--- config.mk ---
export PLATFORM = sky130hd
export DESIGN_NAME = grant_event_queue_flat
export DESIGN_NICKNAME = d
export VERILOG_FILES = /design/src/rtl/grant_event_queue_if.sv /design/src/rtl/grant_event_queue.sv /design/src/flat_wrapper.sv
export SDC_FILE = /design/constraint.sdc
export NUM_CORES = 1
export LEC_CHECK = 0
export BUFFER_PORTS_ARGS = -buffer_cell sky130_fd_sc_hd__buf_2
export CAP_MARGIN = 20
export CORE_ASPECT_RATIO = 0.6
export CORE_MARGIN = 4
export CORE_UTILIZATION = 50
export DETAILED_ROUTE_END_ITERATION = 12
export HOLD_SLACK_MARGIN = 0.1
export PLACE_DENSITY = 0.71
export SYNTH_ARGS = -nofsm -noshare
export SYNTH_HDL_FRONTEND = slang
export SYNTH_HIERARCHICAL = 1
export SYNTH_SLANG_ARGS = --single-unit
--- constraint.sdc ---
create_clock -name clk -period 11.8 [get_ports clk]
set_input_delay 2.36 -clock clk [delete_from_list [all_inputs] [get_ports clk]]
set_output_delay 2.36 -clock clk [all_outputs]
set_load 0.05 [all_outputs]
--- src/rtl/grant_event_queue_if.sv ---
// Bundles the arbiter-facing grant/ack lines and the FIFO head/consumer
// handshake of grant_event_queue. The design block takes the slave side.
interface grant_event_queue_if #(
  parameter int NR    = 4,
  parameter int DW    = 64,
  parameter int DEPTH = 8
);
  localparam int GW = (NR > 1) ? $clog2(NR) : 1;
  localparam int CW = $clog2(DEPTH) + 1;

  logic [NR-1:0][DW-1:0] req_data;
  logic [GW-1:0]         egnt;
  logic                  eval;
  logic [NR-1:0]         ack;
  logic                  arb_stall;
  logic                  out_valid;
  logic [DW-1:0]         out_data;
  logic [GW-1:0]         out_src;
  logic                  out_ready;
  logic [CW-1:0]         count;
  logic [31:0]           acc_cnt;

  modport master (
    output req_data, egnt, eval, out_ready,
    input  ack, arb_stall, out_valid, out_data, out_src, count, acc_cnt
  );

  modport slave (
    input  req_data, egnt, eval, out_ready,
    output ack, arb_stall, out_valid, out_data, out_src, count, acc_cnt
  );
endinterface

--- src/rtl/grant_event_queue.sv ---
// Takes the granted requester's payload into an ordered show-ahead FIFO tagged
// with its source index, and returns a one-hot ack to the winning requester.
module grant_event_queue_lane #(
  parameter int LANE = 0,
  parameter int GW   = 2,
  parameter int DW   = 64
) (
  input  logic [GW-1:0] egnt,
  input  logic          push,
  input  logic [DW-1:0] data,
  output logic          ack,
  output logic [DW-1:0] data_sel
);
  logic hit;

  always_comb begin
    hit      = (egnt == GW'(LANE));
    ack      = push && hit;
    // Non-selected lanes contribute zero so the top can OR-reduce them.
    data_sel = hit ? data : '0;
  end
endmodule

module grant_event_queue #(
  parameter int NR    = 4,
  parameter int DW    = 64,
  parameter int DEPTH = 8,
  parameter int AFULL = 2
) (
  input  logic                  clk,
  input  logic                  reset,
  grant_event_queue_if.slave    bus
);
  localparam int GW = (NR > 1) ? $clog2(NR) : 1;
  localparam int AW = $clog2(DEPTH);
  localparam int CW = AW + 1;

  typedef struct packed {
    logic [GW-1:0] src;
    logic [DW-1:0] data;
  } entry_t;

  entry_t                mem_q [DEPTH];
  logic [AW-1:0]         wr_ptr_q, wr_ptr_d;
  logic [AW-1:0]         rd_ptr_q, rd_ptr_d;
  logic [CW-1:0]         count_q, count_d;
  logic [31:0]           acc_cnt_q, acc_cnt_d;
  logic                  stall_q, stall_d;

  logic                  full, in_range, push, pop;
  logic [NR-1:0]         lane_ack;
  logic [NR-1:0][DW-1:0] lane_data;
  logic [DW-1:0]         sel_data;
  entry_t                wr_entry;

  assign full     = (count_q == CW'(DEPTH));
  assign in_range = (int'(bus.egnt) < NR);
  // Gating with reset keeps ack low for the whole time reset is held.
  assign push     = bus.eval && in_range && !full && !reset;
  assign pop      = bus.out_valid && bus.out_ready;

  for (genvar i = 0; i < NR; i++) begin : g_lane
    grant_event_queue_lane #(.LANE(i), .GW(GW), .DW(DW)) u_lane (
      .egnt     (bus.egnt),
      .push     (push),
      .data     (bus.req_data[i]),
      .ack      (lane_ack[i]),
      .data_sel (lane_data[i])
    );
  end

  always_comb begin
    sel_data = '0;
    for (int i = 0; i < NR; i++) sel_data = sel_data | lane_data[i];
    wr_entry.src  = bus.egnt;
    wr_entry.data = sel_data;
  end

  always_comb begin
    wr_ptr_d  = push ? wr_ptr_q + AW'(1) : wr_ptr_q;
    rd_ptr_d  = pop  ? rd_ptr_q + AW'(1) : rd_ptr_q;
    acc_cnt_d = push ? acc_cnt_q + 32'd1 : acc_cnt_q;
    count_d   = count_q;
    case ({push, pop})
      2'b10:   count_d = count_q + CW'(1);
      2'b01:   count_d = count_q - CW'(1);
      default: count_d = count_q;
    endcase
    // Registered from next-state occupancy so the stall is valid at cycle start.
    stall_d   = (DEPTH - int'(count_d)) <= AFULL;
  end

  always_ff @(posedge clk or posedge reset) begin
    if (reset) begin
      wr_ptr_q  <= '0;
      rd_ptr_q  <= '0;
      count_q   <= '0;
      acc_cnt_q <= '0;
      stall_q   <= 1'b0;
    end else begin
      wr_ptr_q  <= wr_ptr_d;
      rd_ptr_q  <= rd_ptr_d;
      count_q   <= count_d;
      acc_cnt_q <= acc_cnt_d;
      stall_q   <= stall_d;
    end
  end

  // Storage needs no reset: occupancy alone decides what is valid.
  always_ff @(posedge clk) begin
    if (push) mem_q[wr_ptr_q] <= wr_entry;
  end

  assign bus.ack       = lane_ack;
  assign bus.arb_stall = stall_q;
  assign bus.out_valid = (count_q != '0);
  assign bus.out_data  = mem_q[rd_ptr_q].data;
  assign bus.out_src   = mem_q[rd_ptr_q].src;
  assign bus.count     = count_q;
  assign bus.acc_cnt   = acc_cnt_q;
endmodule

--- src/flat_wrapper.sv ---
// flat-port wrapper written by rule: the top's interface ports become plain ports
module grant_event_queue_flat 
#(
  parameter int NR    = 4,
  parameter int DW    = 64,
  parameter int DEPTH = 8,
  parameter int AFULL = 2
)
  (clk, reset, bus_req_data, bus_egnt, bus_eval, bus_out_ready, bus_ack, bus_arb_stall, bus_out_valid, bus_out_data, bus_out_src, bus_count, bus_acc_cnt);
  grant_event_queue_if #(.NR(NR), .DW(DW), .DEPTH(DEPTH)) bus_i ();
  input  logic clk;
  input  logic reset;
  input wire logic [$bits(bus_i.req_data)-1:0] bus_req_data;
  input wire logic [$bits(bus_i.egnt)-1:0] bus_egnt;
  input wire logic [$bits(bus_i.eval)-1:0] bus_eval;
  input wire logic [$bits(bus_i.out_ready)-1:0] bus_out_ready;
  output wire logic [$bits(bus_i.ack)-1:0] bus_ack;
  output wire logic [$bits(bus_i.arb_stall)-1:0] bus_arb_stall;
  output wire logic [$bits(bus_i.out_valid)-1:0] bus_out_valid;
  output wire logic [$bits(bus_i.out_data)-1:0] bus_out_data;
  output wire logic [$bits(bus_i.out_src)-1:0] bus_out_src;
  output wire logic [$bits(bus_i.count)-1:0] bus_count;
  output wire logic [$bits(bus_i.acc_cnt)-1:0] bus_acc_cnt;
  assign bus_i.req_data = bus_req_data;
  assign bus_i.egnt = bus_egnt;
  assign bus_i.eval = bus_eval;
  assign bus_i.out_ready = bus_out_ready;
  assign bus_ack = bus_i.ack;
  assign bus_arb_stall = bus_i.arb_stall;
  assign bus_out_valid = bus_i.out_valid;
  assign bus_out_data = bus_i.out_data;
  assign bus_out_src = bus_i.out_src;
  assign bus_count = bus_i.count;
  assign bus_acc_cnt = bus_i.acc_cnt;
  grant_event_queue #(.NR(NR), .DW(DW), .DEPTH(DEPTH), .AFULL(AFULL)) u_core (.clk(clk), .reset(reset), .bus(bus_i));
endmodule
After elaboration in Yosys (flattened, before gate mapping). Memories as Yosys holds them, arrays and structs flattened. Cells that the tools add are included.

Reductions and logical operators: 11. Equal/unequal tests: 6. Add/sub/neg operators: 6. Order comparisons: 1. Bitwise logic cells: 3. Multiplexer cells: 7.

Operators with widths (number): two-way mux 64 bit (4); bitwise OR 64 bit (3); adder 32 x 1 -> 32 bit, second input constant (1); <= comparator 32 x 3 -> 1 bit, second input constant (1); case mux 4 bit (2 select lines) (1); logical AND 1 bit (7); adder 3 x 1 -> 3 bit, second input constant (2); == test 2 bit, second input constant (3); subtractor 4 x 4 -> 5 bit, first input constant (1); adder 4 x 1 -> 4 bit, second input constant (1); == test 2 x 1 -> 1 bit, second input constant (2); == test 4 bit, second input constant (1); nonzero test 4 bit (1); subtractor 4 x 1 -> 4 bit, second input constant (1); logical NOT 1 bit (2); logical NOT 2 bit (1); two-way mux 1 bit (2).

Bits of input ports: 262. Bits in registers: 43. Bits in writable memories: 528. Memories kept: 1.

Memories: u_core.mem_q (words 8, bits a word 66, rd ports 1, clocked after memory_dff 0, wr ports 1, line grant_event_queue.sv:43) `entry_t mem_q [DEPTH];`.

Depth between registers and ports, before layout.
Depth in word-level cells: 8. Gate-level depth with buffers: 12. Gate-level depth less buffers: 11.

Modules after synthesis. Netlist, hierarchy kept.

Modules (own cells, without submodules): grant_event_queue (times used 1, area an instance 22311.4 sq um, sequential area each 16931.2 sq um, cells each 1022); grant_event_queue_lane (u_core.g_lane[1].u_lane ...) (times used 2, area an instance 690.7 sq um, sequential area each 0.0 sq um, cells each 79); grant_event_queue_lane (u_core.g_lane[0].u_lane) (times used 1, area an instance 879.6 sq um, sequential area each 0.0 sq um, cells each 79); grant_event_queue_lane (u_core.g_lane[3].u_lane) (times used 1, area an instance 529.3 sq um, sequential area each 0.0 sq um, cells each 79).

Worst setup path before layout. OpenSTA, ideal clock, no wires.

Kind: input to register. Start: input port reset. End: memory u_core/mem_q[4][0] in the netlist's numbering (enable). Arrival time: 10.635 ns. Stages: 3. Required time: 11.123 ns. Slack: 0.488 ns. Cell sequence: inv_1 nand3_2 nor4b_1.

Cells in the longest elaborated chain, start to end: 4.

Ends and longest elaborated chain: start: declaration (line flat_wrapper.sv:12) `input logic reset;`; logical NOT 1 bit (line grant_event_queue.sv:59) `assign push = bus.eval && in_range && !full && !reset;`; logical AND 1 bit (line grant_event_queue.sv:59); two-way mux 1 bit (line grant_event_queue.sv:111) `if (push) mem_q[wr_ptr_q] <= wr_entry;`; two-way mux 1 bit (not written as such) (line grant_event_queue.sv:111); end: declaration (line grant_event_queue.sv:43).

No other way between the ends.

Worst setup path in the final report.
Start: input port reset. End: output port bus_ack[0].

Cells in the longest elaborated chain, start to end: 3.

Ends and longest elaborated chain: logical NOT 1 bit (line grant_event_queue.sv:59); logical AND 1 bit (line grant_event_queue.sv:59); logical AND 1 bit (line grant_event_queue.sv:18) `ack = push && hit;`; end: declaration (line flat_wrapper.sv:17) `output wire logic [$bits(bus_i.ack)-1:0] bus_ack;`.

No other way between the ends.

==> results_dict.tcl <==
set metrics [dict create \
    critPathArrivalTime_ns 4.37 \
    slew_headroom 0.323 \
    die_w_um 297 \
    path_depth 7 \
    pre_cts_slack_ns 5.05 \
    gp_congestion 0.792 \
    fin_setup_tns_ns 0 \
    cp_top_family "buffers and inverters" \
    min_path_type "flop to flop" \
    status "finished clean" \
    fin_crit_ns 6.73 \
    layout_worst_path_cycle_share 0.570 \
    dieHeight_um 182 \
    postRouteAntennaNets 0 \
    yosysWarnings 6 \
    setup_ws_ns 5.07 \
    cts_hold_buf 0 \
    root_buffer "clkbuf_16" \
    grt_pass1_wl_um 81800 \
    io_pins 370 \
    core_um2 49500 \
    postCtsSetupBuffers 0 \
    tightest_slew_ns 1.02 \
    setup_viol 0 \
    rsz0062_at_grt "false" \
    critPathMaxStageDelay_ns 0.49 \
    p_leak_uw 0.0110 \
    yosys_register_bits 571 \
    synth_cell_types 42 \
    finalHoldViolations 0 \
    die_area_um2 54000 \
    tritoncts "built" \
    overflow 0 \
    worstHoldStart "u_core/bus.acc_cnt[23]" \
    netlist_instances 1338 \
    syn_nets 1607 \
    cts_resized 0 \
    rr_startpoint "u_core/bus.count[1]" \
    synth_area_leaders "edfxtp_1, mux4_2, and3b_1, dfrtp_1, mux2_2" \
    min_delay_path_depth 1 \
    synth_area_um2 25100 \
    rr_worst_depth 7 \
    path_buf_inv 5 \
    vias 13500 \
    cts_htree_levels 2 \
    grtUsageTotal 0.194 \
    grt_antenna_before_repair 0 \
    syn_to_final_growth_pct 15.2 \
    start_util 0.507 \
    yosys-top-cells-count "edfxtp_1, mux4_2, and3b_1, and3_1, mux2_2" \
    drive_above_1_share 0.422 \
    drc_errors 0 \
    slew_violations 0 \
    p_per_area_nw_per_um2 223 \
    cts_sinks 571 \
    cts.clk_slew.worst_paths_ns 0.06 \
    grt_max_degree 158 \
    instances_no_fill 2379 \
    synth_most_common_cell "edfxtp_1" \
    firstDrtPassIters 5 \
    worst_ir_drop_vdd_uv 152 \
    critical_path.max_fanout 45 \
    yosysTopAreaCell "edfxtp_1" \
    fin_nets 1958 \
    syn_avg_cell_area_um2 18.8 \
    antenna-diode-count 0 \
    drt-initial-drc-count 888 \
    numCtsBuffers 50 \
    synth-seq-area-share 0.675 \
    cap_violations 0 \
    rows 63 \
    worstSetupPathType "input port to output port" \
    port_buffers 369 \
    cp_slowest_cell "buf_4" \
    rrSetupSlack_ns 8.29 \
    required_ns 9.44 \
    hpwl_um 31600 \
    wirelength_um 53500 \
    vias_per_cell 5.66 \
    holdPathEnd "u_core/bus.acc_cnt[23]" \
    clk_latency_ns 0.56 \
    path_cells "buf_2 -> inv_1 -> buf_4 -> nand3_2 -> inv_1 -> nor3b_1 -> buf_2" \
    end_kind "output port" \
    p_total_uw 6450 \
    cp-start-kind "input port" \
    max_freq_mhz 149 \
    wl_per_cell_um 22.5 \
    grt_pass1_vias 13800 \
    clockBufferDepth 3 \
    r2r-end "u_core/mem_q[3][25]" \
    synth_edf_count 528 \
    synthArstFlopShare 0.0753 \
    netlist.area_leader.share 0.632 \
    placed_cells 2286 \
    ys.flop_type "edfxtp_1" \
    fin_skew_ns 0.0209 \
]
registers in the layout (all words and copies together), names as in the netlist:
name,flops
u_core/bus.arb_stall,1
u_core/bus.acc_cnt,32
u_core/mem_q,528
u_core/rd_ptr_q,3
u_core/bus.count,4
u_core/wr_ptr_q,3
cell type report:
| cell class | count | area, um2 |
|---|---|---|
| fillers | 3711 | 20600 |
| flip-flops and latches | 571 | 16900 |
| multi-input cells | 665 | 7520 |
| repair buffers | 395 | 2070 |
| clock buffers | 66 | 1380 |
| well taps | 650 | 813 |
| clock inverters | 26 | 166 |
| inverters | 6 | 22.5 |
cells by family after synthesis:
| family | share of synthesized area |
|---|---|
| AOI/OAI and AO/OA | 0.00404 |
| muxes | 0.149 |
| adders and majority gates | 0.00349 |
| buffers and inverters | 0.0278 |
| xor gates and xnor gates | 0.0136 |
| DFF | 0.675 |
| and+or+nand+nor | 0.127 |
layout by cell type (no fill, tap or decap), drive strengths merged, types with 43 or more instances in the layout:
master,synthesis,routed
and3,70,70
buf,70,395
edfxtp,528,528
and3b,130,130
nor3b,68,68
dfrtp,43,43
mux4,132,132
mux2,66,66
or4,65,65
clkbuf,26,66
worst max-delay path by stage:
stage / from / endpoint / slack, ns
finish: reset / bus_ack[0] / 5.07
global route: reset / bus_ack[0] / 4.84
CTS: reset / bus_ack[0] / 5.06
detailed placement: reset / bus_ack[0] / 5.05
global placement: reset / bus_ack[0] / 5.10
floorplan: reset / u_core/mem_q[4][0] / 0.49
routing by layer:
metal | up-vias | routed length, um | track usage
met5 | - | 0 | 0
met4 | 0 | 575 | 0.0275
met3 | 53 | 2350 | 0.0315
met2 | 261 | 27000 | 0.330
met1 | 6996 | 23600 | 0.274
li1 | 6159 | - | -
per-stage QoR:
step / instance area [um2] / utilization / hold slack, ns
4_1_cts: 28900 / 0.584 / 0.491
5_1_grt: 28900 / 0.584 / 0.519
2_1_floorplan: 25100 / - / 0.546
6_report: 28900 / 0.584 / 0.499
3_5_place_dp: 27300 / 0.552 / 0.478
3_3_place_gp: 27300 / 0.552 / 0.461
report_power, final:
| group | switching (uW) | total (uW) | internal, uW |
|---|---|---|---|
| clock | 687 | 1550 | 862 |
| sequential | 155 | 2580 | 2420 |
| combinational | 1470 | 2330 | 864 |
| total | 2310 | 6450 | 4150 |
Power figures use the tool's default switching activity.
